`src/rtl/network_pkg.sv`:
```
// Shared types for the stochastic-network host sequencer: FSM state encoding,
// the inference counter width and a small constant helper for sizing the timer.
package network_pkg;

    typedef enum logic [2:0] {
        S_IDLE,
        S_SETTLE,
        S_FLUSH,
        S_RUN,
        S_CAPTURE,
        S_HOLD
    } seq_state_t;

    localparam int INFER_CNT_W = 16;

    function automatic int max3(input int a, input int b, input int c);
        int m;
        m = (a > b) ? a : b;
        return (m > c) ? m : c;
    endfunction

endpackage

```
`src/rtl/seq_timer.sv`:
```
// Loadable down-counter that stops at zero; load wins over counting.
// Zero flag is combinational from the register, so it is valid in the cycle after a load.
module seq_timer #(
    parameter int W = 8
) (
    input  logic         clk,
    input  logic         n_rst,
    input  logic         load,
    input  logic [W-1:0] load_value,
    output logic         zero
);

    logic [W-1:0] cnt_q;
    logic [W-1:0] cnt_d;

    always_comb begin
        cnt_d = cnt_q;
        if (load) begin
            cnt_d = load_value;
        end else if (cnt_q != '0) begin
            cnt_d = cnt_q - 1'b1;
        end
    end

    always_ff @(posedge clk) begin
        if (!n_rst) begin
            cnt_q <= '0;
        end else begin
            cnt_q <= cnt_d;
        end
    end

    assign zero = (cnt_q == '0);

endmodule

```
`src/rtl/network_sequencer.sv`:
```
// Drives one inference per accepted input vector: settle, flush pulse, WINDOW-cycle run, capture pulse.
// Accept-to-out_valid is 1+SETTLE+1+WINDOW+CAPTURE_LAT cycles; in_ready only in IDLE, result held until out_ready.
module network_sequencer
    import network_pkg::*;
#(
    parameter int INPUT_SIZE  = 2,
    parameter int OUTPUT_SIZE = 1,
    parameter int WINDOW      = 256,
    parameter int SETTLE      = 4,
    parameter int CAPTURE_LAT = 1
) (
    input  logic                   clk,
    input  logic                   n_rst,
    input  logic                   in_valid,
    output logic                   in_ready,
    input  logic signed [31:0]     in_data     [INPUT_SIZE],
    output logic                   out_valid,
    input  logic                   out_ready,
    output logic signed [31:0]     out_data    [OUTPUT_SIZE],
    output logic signed [31:0]     net_input   [INPUT_SIZE],
    output logic                   net_compute,
    input  logic signed [31:0]     net_output  [OUTPUT_SIZE],
    output logic                   busy,
    output logic [INFER_CNT_W-1:0] inference_count
);

    localparam int TW = $clog2(max3(WINDOW, SETTLE, CAPTURE_LAT) + 1);

    seq_state_t              state_q, state_d;
    logic signed [31:0]      net_input_q [INPUT_SIZE];
    logic signed [31:0]      net_input_d [INPUT_SIZE];
    logic signed [31:0]      out_data_q  [OUTPUT_SIZE];
    logic signed [31:0]      out_data_d  [OUTPUT_SIZE];
    logic                    out_valid_q, out_valid_d;
    logic [INFER_CNT_W-1:0]  inference_count_q, inference_count_d;

    logic          tmr_load;
    logic [TW-1:0] tmr_val;
    logic          tmr_zero;

    seq_timer #(
        .W(TW)
    ) u_timer (
        .clk       (clk),
        .n_rst     (n_rst),
        .load      (tmr_load),
        .load_value(tmr_val),
        .zero      (tmr_zero)
    );

    always_ff @(posedge clk) begin
        if (!n_rst) begin
            state_q <= S_IDLE;
        end else begin
            state_q <= state_d;
        end
    end

    always_ff @(posedge clk) begin
        if (!n_rst) begin
            net_input_q       <= '{default: '0};
            out_data_q        <= '{default: '0};
            out_valid_q       <= 1'b0;
            inference_count_q <= '0;
        end else begin
            net_input_q       <= net_input_d;
            out_data_q        <= out_data_d;
            out_valid_q       <= out_valid_d;
            inference_count_q <= inference_count_d;
        end
    end

    // Next state plus the data registers and timer loads that move with each transition.
    always_comb begin
        state_d           = state_q;
        net_input_d       = net_input_q;
        out_data_d        = out_data_q;
        out_valid_d       = out_valid_q;
        inference_count_d = inference_count_q;
        tmr_load          = 1'b0;
        tmr_val           = '0;
        case (state_q)
            S_IDLE: begin
                if (in_valid) begin
                    net_input_d = in_data;
                    tmr_load    = 1'b1;
                    tmr_val     = TW'(SETTLE - 1);
                    state_d     = S_SETTLE;
                end
            end
            S_SETTLE: begin
                if (tmr_zero) begin
                    state_d = S_FLUSH;
                end
            end
            S_FLUSH: begin
                tmr_load = 1'b1;
                tmr_val  = TW'(WINDOW - 1);
                state_d  = S_RUN;
            end
            S_RUN: begin
                if (tmr_zero) begin
                    tmr_load = 1'b1;
                    tmr_val  = TW'(CAPTURE_LAT - 1);
                    state_d  = S_CAPTURE;
                end
            end
            S_CAPTURE: begin
                if (tmr_zero) begin
                    out_data_d        = net_output;
                    out_valid_d       = 1'b1;
                    inference_count_d = inference_count_q + 1'b1;
                    state_d           = S_HOLD;
                end
            end
            S_HOLD: begin
                if (out_ready) begin
                    out_valid_d = 1'b0;
                    state_d     = S_IDLE;
                end
            end
            default: begin
                state_d = S_IDLE;
            end
        endcase
    end

    // The flush pulse and the capture pulse are WINDOW cycles apart, so they never abut.
    always_comb begin
        in_ready    = (state_q == S_IDLE);
        busy        = (state_q != S_IDLE);
        net_compute = (state_q == S_FLUSH) || ((state_q == S_RUN) && tmr_zero);
    end

    assign net_input       = net_input_q;
    assign out_data        = out_data_q;
    assign out_valid       = out_valid_q;
    assign inference_count = inference_count_q;

endmodule
```
`config.mk`:
```
export PLATFORM = sky130hd
export DESIGN_NAME = network_sequencer
export DESIGN_NICKNAME = d
export VERILOG_FILES = /design/src/rtl/network_pkg.sv /design/src/rtl/seq_timer.sv /design/src/rtl/network_sequencer.sv
export SDC_FILE = /design/constraint.sdc
export NUM_CORES = 1
export LEC_CHECK = 0
export BUFFER_PORTS_ARGS = -buffer_cell sky130_fd_sc_hd__buf_2
export CAP_MARGIN = 20
export CORE_MARGIN = 1
export CORE_UTILIZATION = 42
export DETAILED_ROUTE_END_ITERATION = 10
export GPL_TIMING_DRIVEN = 1
export PLACE_DENSITY = 0.86
export SKIP_CTS_REPAIR_TIMING = 1
export SYNTH_ARGS = -nofsm -noshare
export SYNTH_HDL_FRONTEND = slang
export SYNTH_SLANG_ARGS = --single-unit
```
`constraint.sdc`:
```
create_clock -name clk -period 2 [get_ports clk]
set_clock_uncertainty 0.2 [all_clocks]
set_input_delay 0.2 -clock clk [delete_from_list [all_inputs] [get_ports clk]]
set_output_delay 0.2 -clock clk [all_outputs]
set_load 0.01 [all_outputs]
```
==> run metrics <==
status=finished with violations; failing checks=hold timing, setup timing; GRT Util Overall=0.224; met2 wire len=8700 µm; global-route wire length before repair=20,400 µm; post-synth top area share=0.526; H-tree levels=4; dpl cells=946; post-DR vias/cell=5.17; most frequent cell after synthesis=nand2_1; #FFs+latches synth=125; Port Buffer Count=215; CP Capture Type=primary output; yosys warns=0; post-route minimum period=2.23 ns; clk_lat worst skew=0.42 ns; root buffer cell=clkbuf_16; vias in the first global route=4,484; slew margin rel.=0.538; Unique masters post-synth=46; global route overflow=0; Final Hold Fails=1; reg-to-reg setup timing slack=-0.13 ns; violation count after the first detailed-route iteration=402; Final WS setup=-0.231 ns; async set-reset flop share out of synthesis=0; drt wl/cell=15.6 µm; top cells by count, synth=nand2_1 (208), dfxtp_1 (125), a21oi_1 (121); Max Used Layer=met4; Final Power=0.00893 W; vias after detailed routing=5,602; Mean Syn Cell Area=8.02 µm²; power density cells=1120 nW/µm²; P&R area growth vs syn=68.4%; TritonCTS clock tree=built; Fin Setup TNS=-3.27 ns; CORE AREA=10,900 µm²; Leak=3.56 nW; drt first pass iters=5; Place WS=-0.0645 ns; CTS Buf Count=17; Placer Congestion=0.880; initial antenna violation count=0; Reg-to-Reg End=out_data[29]$_SDFFE_PN0P_; Die W=108 µm; unrepaired setup endpoints after global routing=true; Antenna Nets Post-Route=0; maximum vdd drop=0.717 mV; met3 routed WL=1320 µm; final wirelength=16,900 µm; initial core utilization=0.435; Die ar.=11,700 µm²; post-synthesis cell area=4750 µm²; min-delay worst type=in2reg; crit path launch=u_timer.cnt_q[1]$_SDFFE_PN0P_; Die Ht=108 µm; Top FF cell, synth=dfxtp_1; layout cells sized above 1=0.349; Final period util=1.12; CTS max path bufs=2; utilization after layout=0.732; Post-Syn Instances=593; Worst setup SP type=flip-flop; reg-to-reg startpoint=u_timer.cnt_q[1]$_SDFFE_PN0P_; Max Clk Rate=0.448 GHz; Setup-failing EPs final=49; largest net degree at the start of global routing=50; Max-Cap Viols=0; WP data required=1.60 ns; Finished Layout Cells=1,083; WHS Path Cells=4; r2r worst-path depth=10; Post-synth EDFFs=0; slew at the pin closest to its max-slew limit=0.687 ns; Clock Sinks=125; Worst Path Arrival=1.83 ns; diode count=0; DRC viols=0; Slew Viols, Final=0; hpwl dp=8970 µm; synth top area cells=dfxtp_1 (53%), nand2_1 (16%), a21oi_1 (13%); Rows=38; syn_nets=695; fill count=738; CP max FO=6; crit path to=net_compute; worst hold slack=-0.00713 ns; met1 WL=6400 µm; Clock Pin Slew Worst Setup and Hold Paths=0.05 ns; Synth area leader=dfxtp_1; I/O Pins=216; nets=1,032; Crit Path Category=reg2out; sequential fraction of the synthesis area=0.526
==> where the power goes <==
part	switching (W)	internal, W	leakage (nW)
clock	0.00112	0.00234	0.322
combinational	0.00135	0.00120	2.22
sequential	0.000164	0.00276	1.02
total	0.00263	0.00630	3.56
==> stage by stage <==
| stage | area, µm² | hold slack, ns |
|---|---|---|
| 4_1_cts | 6850 | -0.195 |
| 3_3_place_gp | 6180 | 0.238 |
| 5_1_grt | 8010 | 0.0532 |
| 6_report | 8010 | -0.00713 |
| 2_1_floorplan | 4760 | 0.118 |
| 3_5_place_dp | 6180 | 0.243 |
==> worst max-delay path: stages (launching register included) <==
cell and delay [ns]:
dfxtp_2 0.32, inv_2 0.08, ha_4 0.15, nor4b_4 0.21, buf_4 0.18, nand2_4 0.06, buf_6 0.14, a21oi_2 0.12
buf_2 0.15
==> flip-flops by register name, indices dropped and copies added (netlist names) <==
register and cells:
net_input 64, out_data 32, inference_count 16, u_timer.cnt_q 9, state_q 3, out_valid 1
==> worst min-delay path by stage <==
stage / startpoint / endpoint / slack [ns]
6_report: out_ready / out_valid$_SDFFE_PN0P_ / -0.007
5_1_grt: out_ready / out_valid$_SDFFE_PN0P_ / 0.05
4_1_cts: net_output[15] / out_data[15]$_SDFFE_PN0P_ / -0.19
3_5_place_dp: out_data[15]$_SDFFE_PN0P_ / out_data[15]$_SDFFE_PN0P_ / 0.24
3_3_place_gp: net_input[2]$_SDFFE_PN0P_ / net_input[2]$_SDFFE_PN0P_ / 0.24
2_1_floorplan: n_rst / inference_count[15]$_SDFFE_PN0P_ / 0.12
==> placed cells by master, fill, tap and decap left out, types with 3 or more instances in the layout <==
master,instances
a21oi_1,107
a21oi_2,14
buf_12,5
buf_2,215
buf_4,35
bufinv_16,5
clkbuf_16,17
clkbuf_8,4
clkinv_2,3
dfxtp_1,123
dlygate4sd3_1,98
nand2_1,206
nand2b_1,5
nand3_1,7
nand4_1,3
nor2_1,8
nor3_1,3
nor4_1,3
o21ai_0,9
o31ai_1,7
or3_1,3
or4_1,6
xnor2_1,3
xor2_1,4
==> per-layer routing <==
metal	up-vias	GRT usage
met5	-	0
met4	0	0.0888
met3	47	0.0784
met2	296	0.388
met1	2584	0.252
li1	2675	-
==> cells by family after synthesis <==
kind of cell	Yosys count	share of synthesized area
buffers and inverters	42	0.0363
flip-flops	125	0.526
XOR/XNOR	7	0.0129
adder cells (fa/ha/maj)	2	0.00526
AND/OR/NAND/NOR	269	0.252
AO/OA/AOI/OAI	148	0.167
==> area by class of cell <==
| type | instances | area (µm²) | area share |
|---|---|---|---|
| Sequential cell | 125 | 2500 | 0.313 |
| Clock buffer | 22 | 484 | 0.0605 |
| Clock inverter | 10 | 184 | 0.0230 |
| Timing Repair Buffer | 355 | 2440 | 0.305 |
| Multi-Input combinational cell | 426 | 2190 | 0.274 |
| Inverter | 5 | 20.0 | 0.00250 |
| Tap cell | 140 | 175 | 0.0219 |
Power figures use the tool's default switching activity.
